--- src/rtl/m_cp0_ctrl_pkg.sv ---
// -----------------------------------------------------------------------------
// m_cp0_ctrl_pkg
//   Shared CP0 definitions for the M-stage exception/interrupt controller:
//   register numbers, exception codes, field bit positions, the packed views
//   of SR and Cause, and the helpers that map those views to and from the
//   32-bit architectural register images.
// -----------------------------------------------------------------------------
package m_cp0_ctrl_pkg;

  localparam int HWINT_W = 6;
  localparam int EXC_W   = 5;

  localparam logic [31:0] EPC_RST_DEFAULT = 32'h0000_3000;

  // CP0 register numbers
  localparam logic [4:0] CP0_SR    = 5'd12;
  localparam logic [4:0] CP0_CAUSE = 5'd13;
  localparam logic [4:0] CP0_EPC   = 5'd14;

  // Exception codes
  localparam logic [EXC_W-1:0] EXC_INT  = 5'd0;
  localparam logic [EXC_W-1:0] EXC_ADEL = 5'd4;
  localparam logic [EXC_W-1:0] EXC_ADES = 5'd5;
  localparam logic [EXC_W-1:0] EXC_RI   = 5'd10;
  localparam logic [EXC_W-1:0] EXC_OV   = 5'd12;

  // Field bit positions
  localparam int IM_MSB  = 15;
  localparam int IM_LSB  = 10;
  localparam int EXL_BIT = 1;
  localparam int IE_BIT  = 0;
  localparam int BD_BIT  = 31;
  localparam int IP_MSB  = 15;
  localparam int IP_LSB  = 10;
  localparam int EXC_MSB = 6;
  localparam int EXC_LSB = 2;

  typedef struct packed {
    logic [HWINT_W-1:0] im;
    logic               exl;
    logic               ie;
  } sr_t;

  typedef struct packed {
    logic               bd;
    logic [HWINT_W-1:0] ip;
    logic [EXC_W-1:0]   exc_code;
  } cause_t;

  // Architectural image of SR; unimplemented bits read 0.
  function automatic logic [31:0] pack_sr(input sr_t s);
    logic [31:0] r;
    r                 = '0;
    r[IM_MSB:IM_LSB]  = s.im;
    r[EXL_BIT]        = s.exl;
    r[IE_BIT]         = s.ie;
    return r;
  endfunction

  // mtc0 SR keeps only the implemented fields.
  function automatic sr_t unpack_sr(input logic [31:0] w);
    sr_t s;
    s.im  = w[IM_MSB:IM_LSB];
    s.exl = w[EXL_BIT];
    s.ie  = w[IE_BIT];
    return s;
  endfunction

  // Architectural image of Cause; unimplemented bits read 0.
  function automatic logic [31:0] pack_cause(input cause_t c);
    logic [31:0] r;
    r                  = '0;
    r[BD_BIT]          = c.bd;
    r[IP_MSB:IP_LSB]   = c.ip;
    r[EXC_MSB:EXC_LSB] = c.exc_code;
    return r;
  endfunction

endpackage

--- src/rtl/m_cp0_ctrl_if.sv ---
// -----------------------------------------------------------------------------
// m_cp0_ctrl_if
//   M-stage <-> CP0 bus. The pipeline (master) drives the M-stage instruction
//   attributes, the external interrupt levels and the mtc0/mfc0/eret controls;
//   CP0 (slave) returns read data, the take-exception strobe and the EPC.
//
//   Timing contract: there is no valid/ready handshake. Every input is
//   sampled at each rising clk edge as a description of the instruction
//   currently in M (a bubble presents ExcCode=0, we=0, eret=0). IntReq,
//   M_rdata and EPC_out are combinational from the current inputs and CP0
//   state; when IntReq=1 the consumer must load the trap address and flush
//   at the same edge that CP0 records EPC/Cause/EXL.
// -----------------------------------------------------------------------------
interface m_cp0_ctrl_if;
  import m_cp0_ctrl_pkg::*;

  logic [HWINT_W-1:0] HWInt;
  logic [EXC_W-1:0]   M_ExcCode;
  logic               M_BD;
  logic [31:0]        M_PC;
  logic               M_we;
  logic [4:0]         M_addr;
  logic [31:0]        M_wdata;
  logic               M_eret;
  logic [31:0]        M_rdata;
  logic               IntReq;
  logic [31:0]        EPC_out;

  modport master (
    output HWInt, M_ExcCode, M_BD, M_PC, M_we, M_addr, M_wdata, M_eret,
    input  M_rdata, IntReq, EPC_out
  );

  modport slave (
    input  HWInt, M_ExcCode, M_BD, M_PC, M_we, M_addr, M_wdata, M_eret,
    output M_rdata, IntReq, EPC_out
  );

endinterface

--- src/rtl/m_cp0_ctrl.sv ---
// -----------------------------------------------------------------------------
// m_cp0_ctrl
//   Coprocessor-0 exception/interrupt controller in the M stage. Holds SR,
//   Cause and EPC, arbitrates the M-stage exception against enabled external
//   interrupts, and raises IntReq (combinational, one cycle) so fetch can
//   redirect to the trap address at the same edge EPC/Cause/EXL are latched.
//
// Ports
//   clk    : single clock
//   reset  : asynchronous active-low reset; 0 clears SR/Cause/EPC at once
//   cp0    : m_cp0_ctrl_if.slave
//            in : HWInt, M_ExcCode, M_BD, M_PC, M_we, M_addr, M_wdata, M_eret
//            out: M_rdata (mfc0 data), IntReq (take strobe), EPC_out (bypassed)
// -----------------------------------------------------------------------------
module m_cp0_ctrl
  import m_cp0_ctrl_pkg::*;
#(
  parameter logic [31:0] EPC_RST = EPC_RST_DEFAULT
) (
  input  logic         clk,
  input  logic         reset,
  m_cp0_ctrl_if.slave  cp0
);

  sr_t         sr_q,    sr_d;
  cause_t      cause_q, cause_d;
  logic [31:0] epc_q,   epc_d;

  logic int_req;
  logic exc_req;
  logic take;
  logic mtc0_sr;
  logic mtc0_epc;

  // ---------------------------------------------------------------------------
  // Request arbitration, mtc0 decode, read mux
  // ---------------------------------------------------------------------------
  always_comb begin
    int_req  = (|(cp0.HWInt & sr_q.im)) & sr_q.ie & ~sr_q.exl;
    exc_req  = (cp0.M_ExcCode != '0) & ~sr_q.exl;
    // Gated by reset so the strobe drops the moment reset asserts, even if
    // the M-stage inputs still present an exception.
    take     = (int_req | exc_req) & reset;
    // The trapping instruction is cancelled, so its mtc0 must not commit.
    mtc0_sr  = cp0.M_we & (cp0.M_addr == CP0_SR)  & ~take;
    mtc0_epc = cp0.M_we & (cp0.M_addr == CP0_EPC) & ~take;

    cp0.IntReq  = take;
    // Bypass lets an eret right behind an mtc0 EPC see the new value.
    cp0.EPC_out = mtc0_epc ? cp0.M_wdata : epc_q;

    cp0.M_rdata = '0;
    case (cp0.M_addr)
      CP0_SR:    cp0.M_rdata = pack_sr(sr_q);
      CP0_CAUSE: cp0.M_rdata = pack_cause(cause_q);
      CP0_EPC:   cp0.M_rdata = epc_q;
      default:   cp0.M_rdata = '0;
    endcase
  end

  // ---------------------------------------------------------------------------
  // Next-state: SR
  // ---------------------------------------------------------------------------
  always_comb begin
    sr_d = sr_q;
    if (take) begin
      sr_d.exl = 1'b1;
    end else begin
      if (mtc0_sr) begin
        sr_d = unpack_sr(cp0.M_wdata);
      end
      // eret is the last word on EXL when no exception is taken.
      if (cp0.M_eret) begin
        sr_d.exl = 1'b0;
      end
    end
  end

  // ---------------------------------------------------------------------------
  // Next-state: Cause (IP tracks HWInt every cycle; Cause is read-only to mtc0)
  // ---------------------------------------------------------------------------
  always_comb begin
    cause_d    = cause_q;
    cause_d.ip = cp0.HWInt;
    if (take) begin
      cause_d.bd       = cp0.M_BD;
      cause_d.exc_code = int_req ? EXC_INT : cp0.M_ExcCode;
    end
  end

  // ---------------------------------------------------------------------------
  // Next-state: EPC (delay-slot victims restart at the branch, modulo 2^32)
  // ---------------------------------------------------------------------------
  always_comb begin
    epc_d = epc_q;
    if (take) begin
      epc_d = cp0.M_BD ? (cp0.M_PC - 32'd4) : cp0.M_PC;
    end else if (mtc0_epc) begin
      epc_d = cp0.M_wdata;
    end
  end

  // ---------------------------------------------------------------------------
  // Registers
  // ---------------------------------------------------------------------------
  always_ff @(posedge clk or negedge reset) begin
    if (!reset) sr_q <= '0;
    else        sr_q <= sr_d;
  end

  always_ff @(posedge clk or negedge reset) begin
    if (!reset) cause_q <= '0;
    else        cause_q <= cause_d;
  end

  always_ff @(posedge clk or negedge reset) begin
    if (!reset) epc_q <= EPC_RST;
    else        epc_q <= epc_d;
  end

endmodule

--- src/flat_wrapper.sv ---
// flat-port wrapper written by rule: the top's interface ports become plain ports
module m_cp0_ctrl_flat import m_cp0_ctrl_pkg::*;
#(
  parameter logic [31:0] EPC_RST = EPC_RST_DEFAULT
)
  (clk, reset, cp0_HWInt, cp0_M_ExcCode, cp0_M_BD, cp0_M_PC, cp0_M_we, cp0_M_addr, cp0_M_wdata, cp0_M_eret, cp0_M_rdata, cp0_IntReq, cp0_EPC_out);
  m_cp0_ctrl_if cp0_i ();
  input  logic clk;
  input  logic reset;
  input wire logic [$bits(cp0_i.HWInt)-1:0] cp0_HWInt;
  input wire logic [$bits(cp0_i.M_ExcCode)-1:0] cp0_M_ExcCode;
  input wire logic [$bits(cp0_i.M_BD)-1:0] cp0_M_BD;
  input wire logic [$bits(cp0_i.M_PC)-1:0] cp0_M_PC;
  input wire logic [$bits(cp0_i.M_we)-1:0] cp0_M_we;
  input wire logic [$bits(cp0_i.M_addr)-1:0] cp0_M_addr;
  input wire logic [$bits(cp0_i.M_wdata)-1:0] cp0_M_wdata;
  input wire logic [$bits(cp0_i.M_eret)-1:0] cp0_M_eret;
  output wire logic [$bits(cp0_i.M_rdata)-1:0] cp0_M_rdata;
  output wire logic [$bits(cp0_i.IntReq)-1:0] cp0_IntReq;
  output wire logic [$bits(cp0_i.EPC_out)-1:0] cp0_EPC_out;
  assign cp0_i.HWInt = cp0_HWInt;
  assign cp0_i.M_ExcCode = cp0_M_ExcCode;
  assign cp0_i.M_BD = cp0_M_BD;
  assign cp0_i.M_PC = cp0_M_PC;
  assign cp0_i.M_we = cp0_M_we;
  assign cp0_i.M_addr = cp0_M_addr;
  assign cp0_i.M_wdata = cp0_M_wdata;
  assign cp0_i.M_eret = cp0_M_eret;
  assign cp0_M_rdata = cp0_i.M_rdata;
  assign cp0_IntReq = cp0_i.IntReq;
  assign cp0_EPC_out = cp0_i.EPC_out;
  m_cp0_ctrl #(.EPC_RST(EPC_RST)) u_core (.clk(clk), .reset(reset), .cp0(cp0_i));
endmodule
--- config.mk ---
export PLATFORM = sky130hd
export DESIGN_NAME = m_cp0_ctrl_flat
export DESIGN_NICKNAME = d
export VERILOG_FILES = /design/src/rtl/m_cp0_ctrl_pkg.sv /design/src/rtl/m_cp0_ctrl_if.sv /design/src/rtl/m_cp0_ctrl.sv /design/src/flat_wrapper.sv
export SDC_FILE = /design/constraint.sdc
export NUM_CORES = 1
export LEC_CHECK = 0
export ABC_CLOCK_PERIOD_IN_PS = 2320
export CAP_MARGIN = 20
export CORE_MARGIN = 2
export CORE_UTILIZATION = 39
export DETAILED_ROUTE_END_ITERATION = 12
export GPL_TIMING_DRIVEN = 1
export PLACE_DENSITY = 0.76
export SYNTH_ARGS = -nofsm -noshare
export SYNTH_HDL_FRONTEND = slang
export SYNTH_SLANG_ARGS = --single-unit
--- constraint.sdc ---
create_clock -name clk -period 2.32 [get_ports clk]
set_input_delay 0.464 -clock clk [delete_from_list [all_inputs] [get_ports clk]]
set_output_delay 0.464 -clock clk [all_outputs]
set_load 0.01 [all_outputs]
======== After elaboration in Yosys (flattened, before gate mapping) ========
Index checks and enable logic that the tools add are counted.
storage, ports and cells
  register bits after elaboration ......... 52
  output and inout port bits .............. 65
  input bits .............................. 85
  word-level logic and storage cells ...... 35
operators by class
  add/sub/neg operators ................... 1
  reductions and logical operators ........ 4
  equality and inequality tests ........... 3
  bitwise logic cells ..................... 12
  mux-type cells .......................... 8
operators with widths
  kind                                                                  number
  32-bit 2-to-1 mux                                                     3
  32-bit case mux with 3 select lines                                   1
  32-bit by 3-bit subtractor with 32-bit output, second input constant  1
  5-bit by 4-bit == test with 1-bit output, second input constant       3
  1-bit bitwise AND                                                     8
  6-bit bitwise AND                                                     1
  6-bit OR reduction                                                    1
  5-bit 2-to-1 mux                                                      1
  5-bit nonzero test                                                    1
  3-bit nonzero test                                                    1
  1-bit 2-to-1 mux                                                      2
  2-bit 2-to-1 mux                                                      1
  1-bit inverter                                                        2
  2-bit AND reduction                                                   1
  1-bit OR                                                              1

======== Depth between registers and ports, before layout ========
  depth after elaboration ................. 11
  depth in mapped cells ................... 7
  mapped depth without buffers ............ 6

======== Least setup slack after synthesis ========
No wires, ideal clock.
  path type ............................... input to output
  start ................................... input port cp0_M_ExcCode[1]
  end ..................................... output port cp0_EPC_out[11]
  data required time ...................... 1856 ps
  path slack .............................. -231 ps
  path buffers ............................ 2
  arrival time ............................ 2087 ps
  cell stages on the path ................. 6
  path through ............................ or4_1 o31ai_2 and2_1 buf_4 buf_6 mux2_1
on the way
  longest elaborated chain between the ends .. 7
RTL lines
  element                   RTL line            source
  start: declaration        flat_wrapper.sv:11  input wire logic [$bits(cp0_i.M_ExcCode)-1:0] cp0_M_ExcCode;
  5-bit nonzero test        m_cp0_ctrl.sv:40    exc_req = (cp0.M_ExcCode != '0) & ~sr_q.exl;
  1-bit bitwise AND         m_cp0_ctrl.sv:40
  1-bit OR                  m_cp0_ctrl.sv:43    take = (int_req | exc_req) & reset;
  1-bit bitwise AND         m_cp0_ctrl.sv:43
  1-bit inverter (no line)  --
  1-bit bitwise AND         m_cp0_ctrl.sv:46    mtc0_epc = cp0.M_we & (cp0.M_addr == CP0_EPC) & ~take;
  32-bit 2-to-1 mux         m_cp0_ctrl.sv:50    cp0.EPC_out = mtc0_epc ? cp0.M_wdata : epc_q;
  end: declaration          flat_wrapper.sv:20  output wire logic [$bits(cp0_i.EPC_out)-1:0] cp0_EPC_out;
Every way passes these cells.

======== Worst setup path in the final report ========
  start ................................... input port cp0_M_ExcCode[0]
  end ..................................... output port cp0_EPC_out[1]
Same word-level chain as after synthesis.

==> reports/results.ini <==
[setup_path]
slowest_delay_ps = 540
path_buf_inv = 4
crit_required_ps = 1860
worstPathArrival_ps = 2250
cp_max_fo = 8
crit_path_start_kind = input pin
cp_top_family = simple AND/OR/NAND/NOR gates
cp-end-kind = primary output
path_cells = clkbuf_2 > or4_4 > o31ai_4 > and2_4 > buf_12 > buf_8 > mux2_4 > buf_6
worst_path_max_delay_cell = or4_4
critPathKind = in2out

[cells_and_area]
n_fill_cell = 681
final_cell_count_no_fill = 689
nNetsFinal = 666
final_layout_size_suffix_gt1_frac = 0.373
area_growth_pct = 70.1
layout_commonest_cell = clkdlybuf4s50_1
final_cell_mix = clkdlybuf4s50_1 (68), buf_6 (54), buf_4 (52), dfrtp_1 (50), nand2_1 (35)
n_antenna_cell = 0

[clock_tree]
clk_path_buf_depth = 2
clock_latency_ps = 320
htreeDepth = 2
cts_made_buffers = 5
cts_tree = built
cts_root_buf = clkbuf_8
hold_buffers = 0
path_clk_slew_ps = 100
cts.sinks = 52

[die]
row_count = 34
ios = 150
die_h_um = 99.9
core_area_um2 = 8810
die_x_um = 99.9
die_area_um2 = 9970
initial_core_util = 0.407

[status]
violations = setup timing
outcome = finished with violations

[detailed_routing]
wire_per_inst_um = 18.4
viasPerCell = 5.38
wl_met2_um = 6480
drc = 0
met1_length_um = 5320
drtAntennaViolNets = 0
topRoutingLayerUsed = met4
wl_met3_um = 701
drt-initial-drc-count = 199
drt_first_pass_iters = 4
vias = 3708
wirelength_um = 12700

[synth]
synth_area_um2 = 3580
synth_top_area_frac = 0.349
syn_avg_cell_area_um2 = 9.82
synth_warnings = 0
synth_fp_nets = 451
yosysUniqueCellTypes = 44
yosys.area.top_type = dfrtp_1
synth-seq-area-share = 0.364
synth-async-reset-ratio = 1.00
synthFlopType = dfrtp_1
synth_area_leaders = dfrtp_1 (35%), mux2_1 (12%), mux2_2 (7.5%)
synthCells = 365
synth-seq-cells = 52
synth-edff-count = 0

[timing]
whs_ps = 297
finalCriticalPeriod_ps = 2720
fin_crit_sh = 1.17
final_max_slew_viol_count = 0
finalClockSkew_ps = 9.39
clock.fmax_mhz = 368
fin_ws_ps = -398
rsz0062_at_grt = yes
report.final.hold_viol_count = 0
setup_violations = 33
max_slew_margin = 0.546
tightest_slew_ps = 681

[global_route]
overflow = 0
grt_usage = 0.255
grt_max_degree = 53
grt_pass1_vias = 3921
antenna_found_initial = 0
grt_pass1_wl_um = 20300

[hold_path]
hold_path_class = in2async

[placement]
dp.cells = 656
dp_hpwl_um = 8630
routabilityCongestion = 0.900
place.port_buffers = 149

[pwr]
ir_drop_uv = 305
powerDensity_nw_per_um2 = 520
leakage_nw = 2.79

[job]
cap_violations = 0

==> metal layers <==
layer | vias to the layer above | GRT usage
li1 | 1742 | -
met1 | 1814 | 0.332
met2 | 137 | 0.449
met3 | 15 | 0.0313
met4 | 0 | 0.0706
met5 | - | 0
==> state kept, by name, indices dropped and copies added, names as in the netlist <==
signal	flops
u_core.sr_q	8
u_core.epc_q	32
u_core.cause_q	12
==> cell families after synthesis <==
logic type	synth area share
simple gates	0.182
mux	0.228
compound gates	0.109
flops	0.364
buf+inv	0.0503
xor+xnor	0.0635
fa+ha+maj	0.00349
==> cells in the mapped netlist (2+ instances only) <==
library cell / count
a22oi_1: 3
and2_1: 20
xnor2_1: 4
nand3b_1: 4
nor2_1: 16
nor3b_1: 3
mux2_1: 37
nor3_1: 6
or3_1: 4
a21boi_0: 2
buf_4: 4
a31oi_1: 2
o21ai_0: 26
or4_1: 2
inv_1: 10
a21oi_1: 10
a222oi_1: 6
mux2i_1: 13
xor2_1: 22
buf_8: 2
nand4_1: 5
nand4b_1: 4
nand3_1: 8
nor2b_1: 2
nand2_1: 35
nor4b_1: 3
dfstp_2: 2
clkbuf_1: 7
mux2_2: 24
buf_2: 9
a22o_1: 8
dfrtp_1: 50
==> worst register-to-register path, stage by stage, from the launching register on <==
cell and delay (ps):
dfrtp_1 410, a22oi_2 240, a31oi_2 150, o31ai_4 200
buf_4 180, buf_12 140, and2b_1 150, buf_4 150
mux2_1 340
==> path summary, 6_finish.rpt <==
| kind | from | to | slack (ps) | cells past startpoint |
|---|---|---|---|---|
| worst min register to register | u_core.cause_q[2] | u_core.cause_q[2] | 500 | 2 |
| worst max-delay path | cp0_M_ExcCode[0] | cp0_EPC_out[1] | -400 | 8 |
| worst max register to register | u_core.sr_q[7] | u_core.sr_q[6] | 250 | 8 |
| worst min-delay path | reset | u_core.cause_q[2] | 300 | 2 |
| min in group clk | cp0_M_ExcCode[2] | u_core.cause_q[2] | 410 | 3 |
| max in group asynchronous | reset | u_core.epc_q[23] | 1570 | 2 |
==> report_power, final <==
part | switching (mW) | leakage, nW | internal, mW
Combinational | 0.524 | 2.12 | 0.854
Clock | 0.336 | 0.0485 | 0.217
Sequential | 0.147 | 0.622 | 1.09
Total | 1.01 | 2.79 | 2.17
==> per-stage QoR <==
stage | utilization | total power [mW] | setup slack, ps | instance area (µm²) | setup TNS [ps]
floorplan | - | 1.76 | -174 | 3630 | -4850
CTS | 0.686 | 3.14 | -493 | 6040 | -14040
global placement | 0.633 | 2.39 | -1070 | 5570 | -66160
finish | 0.692 | 3.17 | -398 | 6100 | -12020
global route | 0.692 | 3.34 | -469 | 6100 | -14700
detailed placement | 0.633 | 2.44 | -1100 | 5570 | -69120
==> what timing repair did <==
| item | in CTS | in global routing |
|---|---|---|
| gates cloned | 5 | 0 |
| gates resized for setup | 309 | 44 |
| setup buffers | 17 | 7 |
| pin swaps | 14 | 12 |
| setup endpoints to repair | 86 | 56 |
==> cell type report <==
type / instances / area (µm²) / area share
Sequential cell: 52 / 1300 / 0.214
Clock inverter: 3 / 22.5 / 0.00369
Multi-Input combinational cell: 280 / 2290 / 0.376
Tap cell: 108 / 135 / 0.0222
Inverter: 10 / 37.5 / 0.00616
Timing Repair Buffer: 231 / 2240 / 0.367
Clock buffer: 5 / 68.8 / 0.0113
Power figures use the tool's default switching activity.
